File: src/rtl/alu_logic_arbiter.sv
// Round-robin arbiter and sequencer sharing one alu_logic datapath among NUM_REQ issue ports.
// Accepts one request at a time, runs it on the shared unit and holds a tagged response.
package alu_logic_arbiter_pkg;
    localparam int unsigned OP_W = 4;
    localparam logic [OP_W-1:0] OP_ILLEGAL = 4'b1111;
    localparam int unsigned STAT_W = 32;

    typedef enum logic [1:0] {
        ST_IDLE = 2'd0,
        ST_EXEC = 2'd1,
        ST_RESP = 2'd2
    } state_e;
endpackage

module alu_logic_arbiter
    import alu_logic_arbiter_pkg::*;
#(
    parameter int unsigned WIDTH   = 32,
    parameter int unsigned NUM_REQ = 4,
    localparam int unsigned ID_W   = $clog2(NUM_REQ)
) (
    input  logic                     clk,
    input  logic                     rst_n,
    input  logic [NUM_REQ-1:0]       req_valid_i,
    output logic [NUM_REQ-1:0]       req_ready_o,
    input  logic [NUM_REQ*WIDTH-1:0] req_a_i,
    input  logic [NUM_REQ*WIDTH-1:0] req_b_i,
    input  logic [NUM_REQ*OP_W-1:0]  req_op_i,
    output logic [WIDTH-1:0]         alu_a_o,
    output logic [WIDTH-1:0]         alu_b_o,
    output logic [OP_W-1:0]          alu_op_o,
    input  logic [WIDTH-1:0]         alu_result_i,
    input  logic                     alu_carry_i,
    input  logic                     alu_overflow_i,
    output logic                     rsp_valid_o,
    input  logic                     rsp_ready_i,
    output logic [ID_W-1:0]          rsp_id_o,
    output logic [WIDTH-1:0]         rsp_result_o,
    output logic                     rsp_carry_o,
    output logic                     rsp_overflow_o,
    output logic                     rsp_err_o,
    output logic [STAT_W-1:0]        stat_ops_o
);

    localparam int unsigned IDX_W = ID_W + 1;

    state_e             state_q, state_d;
    logic [ID_W-1:0]    rr_q, rr_d;
    logic [ID_W-1:0]    id_q, id_d;
    logic [WIDTH-1:0]   a_q, a_d;
    logic [WIDTH-1:0]   b_q, b_d;
    logic [OP_W-1:0]    op_q, op_d;
    logic [WIDTH-1:0]   res_q, res_d;
    logic               carry_q, carry_d;
    logic               ovf_q, ovf_d;
    logic               err_q, err_d;
    logic               rsp_valid_q, rsp_valid_d;
    logic [STAT_W-1:0]  stat_q, stat_d;

    logic               gnt_vld_c;
    logic [ID_W-1:0]    gnt_idx_c;
    logic [WIDTH-1:0]   sel_a_c;
    logic [WIDTH-1:0]   sel_b_c;
    logic [OP_W-1:0]    sel_op_c;

    // First valid requester at or after rr_q, searching with wrap-around.
    always_comb begin : p_arb
        logic [IDX_W-1:0] cand;
        gnt_vld_c = 1'b0;
        gnt_idx_c = '0;
        cand      = '0;
        for (int unsigned k = 0; k < NUM_REQ; k++) begin
            cand = IDX_W'(rr_q) + IDX_W'(k);
            if (cand >= IDX_W'(NUM_REQ)) begin
                cand = cand - IDX_W'(NUM_REQ);
            end
            if (!gnt_vld_c && req_valid_i[cand[ID_W-1:0]]) begin
                gnt_vld_c = 1'b1;
                gnt_idx_c = cand[ID_W-1:0];
            end
        end
    end

    // Payload of the winning slice.
    always_comb begin : p_sel
        sel_a_c  = '0;
        sel_b_c  = '0;
        sel_op_c = '0;
        for (int unsigned i = 0; i < NUM_REQ; i++) begin
            if (gnt_idx_c == ID_W'(i)) begin
                sel_a_c  = req_a_i[i*WIDTH +: WIDTH];
                sel_b_c  = req_b_i[i*WIDTH +: WIDTH];
                sel_op_c = req_op_i[i*OP_W +: OP_W];
            end
        end
    end

    // Grant is only offered while idle and out of reset.
    always_comb begin : p_ready
        req_ready_o = '0;
        if (rst_n && (state_q == ST_IDLE) && gnt_vld_c) begin
            req_ready_o[gnt_idx_c] = 1'b1;
        end
    end

    always_comb begin : p_next
        state_d     = state_q;
        rr_d        = rr_q;
        id_d        = id_q;
        a_d         = a_q;
        b_d         = b_q;
        op_d        = op_q;
        res_d       = res_q;
        carry_d     = carry_q;
        ovf_d       = ovf_q;
        err_d       = err_q;
        rsp_valid_d = 1'b0;
        stat_d      = stat_q;
        unique case (state_q)
            ST_IDLE: begin
                if (gnt_vld_c) begin
                    a_d     = sel_a_c;
                    b_d     = sel_b_c;
                    op_d    = sel_op_c;
                    id_d    = gnt_idx_c;
                    rr_d    = (gnt_idx_c == ID_W'(NUM_REQ - 1)) ? '0 : gnt_idx_c + ID_W'(1);
                    state_d = ST_EXEC;
                end
            end
            ST_EXEC: begin
                // Unsupported opcode masks whatever the shared unit produced.
                err_d       = (op_q == OP_ILLEGAL);
                res_d       = err_d ? '0 : alu_result_i;
                carry_d     = err_d ? 1'b0 : alu_carry_i;
                ovf_d       = err_d ? 1'b0 : alu_overflow_i;
                rsp_valid_d = 1'b1;
                state_d     = ST_RESP;
            end
            ST_RESP: begin
                if (rsp_ready_i) begin
                    stat_d  = stat_q + STAT_W'(1);
                    state_d = ST_IDLE;
                end else begin
                    rsp_valid_d = 1'b1;
                end
            end
            default: begin
                state_d = ST_IDLE;
            end
        endcase
    end

    always_ff @(posedge clk or negedge rst_n) begin
        if (!rst_n) begin
            state_q     <= ST_IDLE;
            rr_q        <= '0;
            id_q        <= '0;
            a_q         <= '0;
            b_q         <= '0;
            op_q        <= '0;
            res_q       <= '0;
            carry_q     <= 1'b0;
            ovf_q       <= 1'b0;
            err_q       <= 1'b0;
            rsp_valid_q <= 1'b0;
            stat_q      <= '0;
        end else begin
            state_q     <= state_d;
            rr_q        <= rr_d;
            id_q        <= id_d;
            a_q         <= a_d;
            b_q         <= b_d;
            op_q        <= op_d;
            res_q       <= res_d;
            carry_q     <= carry_d;
            ovf_q       <= ovf_d;
            err_q       <= err_d;
            rsp_valid_q <= rsp_valid_d;
            stat_q      <= stat_d;
        end
    end

    assign alu_a_o        = a_q;
    assign alu_b_o        = b_q;
    assign alu_op_o       = op_q;
    assign rsp_valid_o    = rsp_valid_q;
    assign rsp_id_o       = id_q;
    assign rsp_result_o   = res_q;
    assign rsp_carry_o    = carry_q;
    assign rsp_overflow_o = ovf_q;
    assign rsp_err_o      = err_q;
    assign stat_ops_o     = stat_q;

endmodule
File: config.mk
export PLATFORM = sky130hd
export DESIGN_NAME = alu_logic_arbiter
export DESIGN_NICKNAME = d
export VERILOG_FILES = /design/src/rtl/alu_logic_arbiter.sv
export SDC_FILE = /design/constraint.sdc
export NUM_CORES = 1
export LEC_CHECK = 0
export CORE_AREA = 3 3 176 178
export CTS_CLUSTER_DIAMETER = 100
export DETAILED_ROUTE_END_ITERATION = 8
export DIE_AREA = 0 0 179 181
export PLACE_DENSITY = 0.61
export SETUP_SLACK_MARGIN = 0.05
export SLEW_MARGIN = 5
export SYNTH_ARGS = -nofsm -noshare
export SYNTH_HDL_FRONTEND = slang
export SYNTH_SLANG_ARGS = --single-unit
File: constraint.sdc
create_clock -name clk -period 6.9 [get_ports clk]
set_clock_uncertainty 0.1 [all_clocks]
set_input_delay 0.69 -clock clk [delete_from_list [all_inputs] [get_ports clk]]
set_output_delay 0.69 -clock clk [all_outputs]
set_load 0.05 [all_outputs]
## Word level (Yosys, flattened, before mapping)

Cells that the tools add are included.

| storage, ports and cells | value |
|---|---|
| bits of input ports | 313 |
| logic and storage cells | 97 |
| output and inout port bits | 142 |
| bits in registers | 142 |

| cells by class | value |
|---|---|
| equal/unequal tests | 8 |
| $add $sub $neg | 9 |
| multiplexer cells | 44 |
| reductions and logical operators | 14 |
| order comparisons | 10 |

Operator list:

| operator | count |
|---|---|
| $mux W32 | 9 |
| $add A32 B1 Y32 const B | 1 |
| $mux W2 | 11 |
| $mux W4 | 5 |
| $lt A2 B3 Y1 const B | 5 |
| $mux W1 | 12 |
| $ge A3 B3 Y1 const B | 3 |
| $bmux W1 S2 | 4 |
| $sub A2 B1 Y2 const B | 4 |
| $add A2 B2 Y3 const B | 2 |
| $eq A2 B2 Y1 const B | 3 |
| $logic_and A1 B1 Y1 | 6 |
| $pmux W2 S3 | 1 |
| $reduce_and A2 Y1 | 3 |
| $eq A2 B1 Y1 const B | 2 |
| $eq A4 B4 Y1 const B | 1 |
| $logic_not A2 Y1 | 2 |
| $ne A2 B2 Y1 const B | 2 |
| $add A2 B1 Y3 const B | 1 |
| $ge A2 B3 Y1 const B | 1 |
| $logic_not A1 Y1 | 3 |
| $add A2 B1 Y2 const B | 1 |
| $demux W1 S2 | 1 |
| $ge A2 B1 Y1 const B | 1 |
| $pmux W1 S2 | 1 |

## Depth between registers and ports, before layout

| depth | value |
|---|---|
| depth after elaboration | 19 |
| gate-level depth with buffers | 11 |
| gate-level depth less buffers | 9 |

## Worst setup path after synthesis

OpenSTA, ideal clock, no wires.

| timing | value |
|---|---|
| path type | in2out |
| from | in req_valid_i[2] |
| to | out req_ready_o[3] |
| stages | 7 |
| path slack | 3579 ps |
| data required time | 6110 ps |
| arrival time | 2531 ps |
| buffers on the path | 2 |
| cells stage by stage | mux2i_1 -> nor2_1 -> nor3_1 -> ha_1 -> clkbuf_1 -> clkbuf_1 -> and3_1 |

| between the ends | value |
|---|---|
| cells in the longest elaborated chain, start to end | 17 |
| elaborated cells between the ends (all ways) | 29 |
| those cells by class | order compare: 2; mux: 19; reduce/logical: 8 |

Ends and longest elaborated chain:

| element | RTL line | source |
|---|---|---|
| start, declared | 24 | `input logic [NUM_REQ-1:0] req_valid_i,` |
| $bmux W1 S2 | 77 | `if (!gnt_vld_c && req_valid_i[cand[ID_W-1:0]]) begin` |
| $mux W1 (implied by the code) | 77 |  |
| $mux W1 | 77 |  |
| $logic_not A1 Y1 | 77 |  |
| $logic_and A1 B1 Y1 | 77 |  |
| $mux W1 | 77 |  |
| $logic_not A1 Y1 | 77 |  |
| $logic_and A1 B1 Y1 | 77 |  |
| [... 2 more ...] | - |  |
| $logic_and A1 B1 Y1 | 77 |  |
| $mux W2 * | 77 |  |
| named net gnt_idx_c[0] | 61 | `logic [ID_W-1:0] gnt_idx_c;` |
| $lt A2 B3 Y1 (implied by the code) or $ge A2 B1 Y1 (tied branches) | 102 | `req_ready_o[gnt_idx_c] = 1'b1;` |
| $logic_and A1 B1 Y1 (implied by the code) | 102 |  |
| $mux W1 (implied by the code) | 102 |  |
| $demux W1 S2 * | 102 |  |
| $mux W4 * | 101 | `if (rst_n && (state_q == ST_IDLE) && gnt_vld_c) begin` |
| end, declared | 25 | `output logic [NUM_REQ-1:0] req_ready_o,` |

Mark *: on every way through the listed nets, which the timed path passes. The rest lies on a longest branch. The select of a mux whose other input is x is not followed.

## Final worst setup path

| timing | value |
|---|---|
| from | in req_valid_i[0] |
| to | out req_ready_o[3] |

The elaborated chain is that of the path after synthesis.

==> impl_metrics.csv <==
group,metric,value,unit
run_status,status,"finished, final reports clean",
grt,grt_max_degree,74,
synth,synth_nets,1123,
timing,worst_pin_slew,1.092,ns
synth,ys_seq_area_share,47.18,%
synth,synth_area,0.007532,mm^2
worst_setup_path,rrSetupSlack,3.21,ns
detailed_routing,drtIter0Drc,343,
worst_setup_path,worst_ep_arrival_time,3.94,ns
layout,drive_gt1_share,4.312,%
synth,synth_cells,802,
synth,synth-seq-cells,142,
synth,synth.avg_cell_area,9.392,um^2
grt,grt_pass1_vias,8016,
synth,ys_top_cells_by_area,"dfrtp_1 47%, a21oi_1 9.4%, a211o_1 7.8%",
layout,fillers,2913,
detailed_routing,drt_wl_total,32030,um
clocking,tritoncts,"built",
worst_setup_path,slowest_stage,"clkdlybuf4s50_1",
synth,yosys_warnings,0,
layout,fin_cells,1619,
detailed_routing,ant_nets,0,
grt,gr-total-overflow,0,
die,num_io_pins,455,
worst_setup_path,worstSetupStartpointType,"input pin",
timing,rsz0062_at_grt,"false",
synth,yosysTopAreaCell,"dfrtp_1",
die,core,0.02956,mm^2
job,cap_violations,0,
detailed_routing,viasPerCell,4.922,
die,start_util,25.48,%
clocking,cts_setup_buffers,0,
placed_design,placed_area,0.01238,mm^2
synth,async_reset_ff_share,100.0,%
power_and_ir_drop,leakagePower,5.462,nW
timing,timing.final.crit_share,68.55,%
synth,synth-edff-count,0,
synth,yosysMostFrequentCell,"dfrtp_1",
layout,layout.nets,1537,
die,dieArea,0.03240,mm^2
worst_setup_path,crit_required,6.11,ns
die,die_h,181,um
synth,synthTopCellsByCount,"142 x dfrtp_1, 141 x a21oi_1, 85 x nor2_1",
timing,tns,0,ns
worst_setup_path,cp_cell_sequence,"clkdlybuf4s50_1 -> mux2i_1 -> nor2_1 -> nor3_1 -> ha_4 -> and3_1 -> clkdlybuf4s50_1",
synth,ys_types,36,
synth,synth_top_area_share,47.18,%
clocking,htreeDepth,4,
clocking,clk_pin_slew,0.06,ns
worst_setup_path,rr_worst_depth,9,
timing,slew_violations,0,
detailed_routing,drc,0,
grt,grt_use_total,18.84,%
clocking,cts.sinks,142,
clocking,cts-resized-gates,0,
worst_setup_path,r2r_start,"rr_q[1]",
worst_setup_path,crit_type,"input pin to primary output",
clocking,insertion_delay,0.42,ns
worst_setup_path,critPathTopFamily,"buffers and inverters",
die,placementRows,63,
grt,antenna_found_initial,1,
timing,fmaxAchievable,211.4,MHz
timing,setup_viol,0,
detailed_routing,vias,7968,
timing,finalHoldViolCount,0,
placed_design,dpl.hpwl,23070,um
hold_path,hp-class,"input pin to asynchronous set/reset pin",
clocking,root_buffer,"clkbuf_16",
clocking,cts_made_buffers,17,
layout,antenna-diode-count,0,
clocking,clock_path_buffers,2,
worst_setup_path,cpMostUsedCell,"clkdlybuf4s50_1",
grt,grt_pass1_wl,47600,um
layout,synthToLayoutAreaGrowth,72.34,%
timing,min_period,4.730,ns
die,die-width,179,um
worst_setup_path,worst-path-buf-inv,2,
worst_setup_path,path_max_fanout,66,
placed_design,dp_cells,1587,
detailed_routing,dr.pass1.iters,5,
layout,final_area,0.01298,mm^2
timing,hold_slack,0.07917,ns
power_and_ir_drop,p_per_area,472.2,mW/mm^2
worst_setup_path,critPathMaxStageDelay,0.84,ns
worst_setup_path,cp-end-kind,"primary output",
power_and_ir_drop,ir_worst_vdd,366.5,uV
placed_design,place_congestion,0.8435,
placed_design,port_buffers,454,
worst_setup_path,r2r_end,"alu_b_o[21]",
timing,maxSlewHeadroom,26.73,%
synth,synth_flop_cell,"dfrtp_1",
clocking,cts_hold_repair.buffers,0,
detailed_routing,wl_per_cell,19.78,um
[worst register-to-register path, delay by kind of cell, from the launching register on]
kind | cells | cell delay, ns
adder cells (fa/ha/maj) | 1 | 0.79
AND/OR/NAND/NOR | 3 | 1.03
buffers and inverters | 1 | 0.37
AO/OA/AOI/OAI | 3 | 0.63
multiplexers | 1 | 0.22
flip-flops | 1 | 0.45
[cells in the final DEF (no fill, tap or decap), drive strengths merged, types with 2 or more instances in the layout]
cell type	instances
nor3	4
o21a	3
nand3	16
and3	10
nand4	13
dfrtp	142
a21oi	141
buf	9
nor2b	3
clkinv	4
xnor2	23
o21ai	5
a221oi	67
a22o	35
nor4	2
inv	83
clkinvlp	2
clkbuf	18
clkdlybuf4s50	453
ha	8
nand4b	2
nor2	85
nand2b	2
bufinv	2
nand2	16
xor2	8
a211o	67
[layer usage]
metal | track usage (%) | up-vias | routed length (um) | share of wire (%)
met3 | 6.368 | 32 | 2884 | 9.0
met1 | 22.95 | 3888 | 12960 | 40
met2 | 32.07 | 288 | 15690 | 49
li1 | - | 3758 | - | -
met4 | 4.239 | 2 | 487 | 1.5
met5 | 0 | - | 13 | 0.041
[per-stage QoR]
stage          total power, mW  setup WS, ns  util [%]
6_report                 6.130         2.170     43.92
5_1_grt                  6.510         1.981     43.92
4_1_cts                  6.218         2.106     43.92
3_5_place_dp             5.220         2.104     41.89
3_3_place_gp             5.179         2.133     41.89
2_1_floorplan            3.872         3.579         -
[where the power goes]
part           leakage, nW  internal, mW  switching, mW
Sequential            1.74          1.18          0.202
Combinational         3.44          1.37           2.41
Clock                0.288         0.548          0.423
[state kept, by name (all words and copies together), names as in the netlist, 2 cells and up]
signal	flops
rsp_id_o	2
stat_ops_o	32
alu_a_o	32
alu_op_o	4
rr_q	2
alu_b_o	32
rsp_result_o	32
state_q	2
[cell type report]
class / count / area (um^2) / area share, %
clock inverters: 14 / 170.2 / 1.311
multi-input cells: 516 / 3446 / 26.54
repair buffers: 462 / 4606 / 35.48
well taps: 390 / 488.0 / 3.759
flip-flops and latches: 142 / 3553 / 27.37
inverters: 77 / 289.0 / 2.227
clock buffers: 18 / 429.2 / 3.306
[kinds of logic (layout without fill, tap and decap cells)]
family	count (synthesis)	in the layout	synth area share, %
AND/OR/NAND/NOR	154	154	9.850
adder cells (fa/ha/maj)	8	8	1.329
multiplexers	2	2	0.2824
XOR/XNOR	31	31	3.605
flip-flops	142	142	47.18
AO/OA/AOI/OAI	321	321	30.05
buffers and inverters	144	571	7.708
[worst max-delay path by stage]
stage              startpoint        endpoint  cells past startpoint
4_1_cts        req_valid_i[0]  req_ready_o[3]                      7
3_5_place_dp   req_valid_i[0]  req_ready_o[3]                      7
5_1_grt        req_valid_i[0]  req_ready_o[3]                      7
2_1_floorplan  req_valid_i[2]  req_ready_o[3]                      7
3_3_place_gp   req_valid_i[0]  req_ready_o[3]                      7
6_report       req_valid_i[0]  req_ready_o[3]                      7
Power figures use the tool's default switching activity.
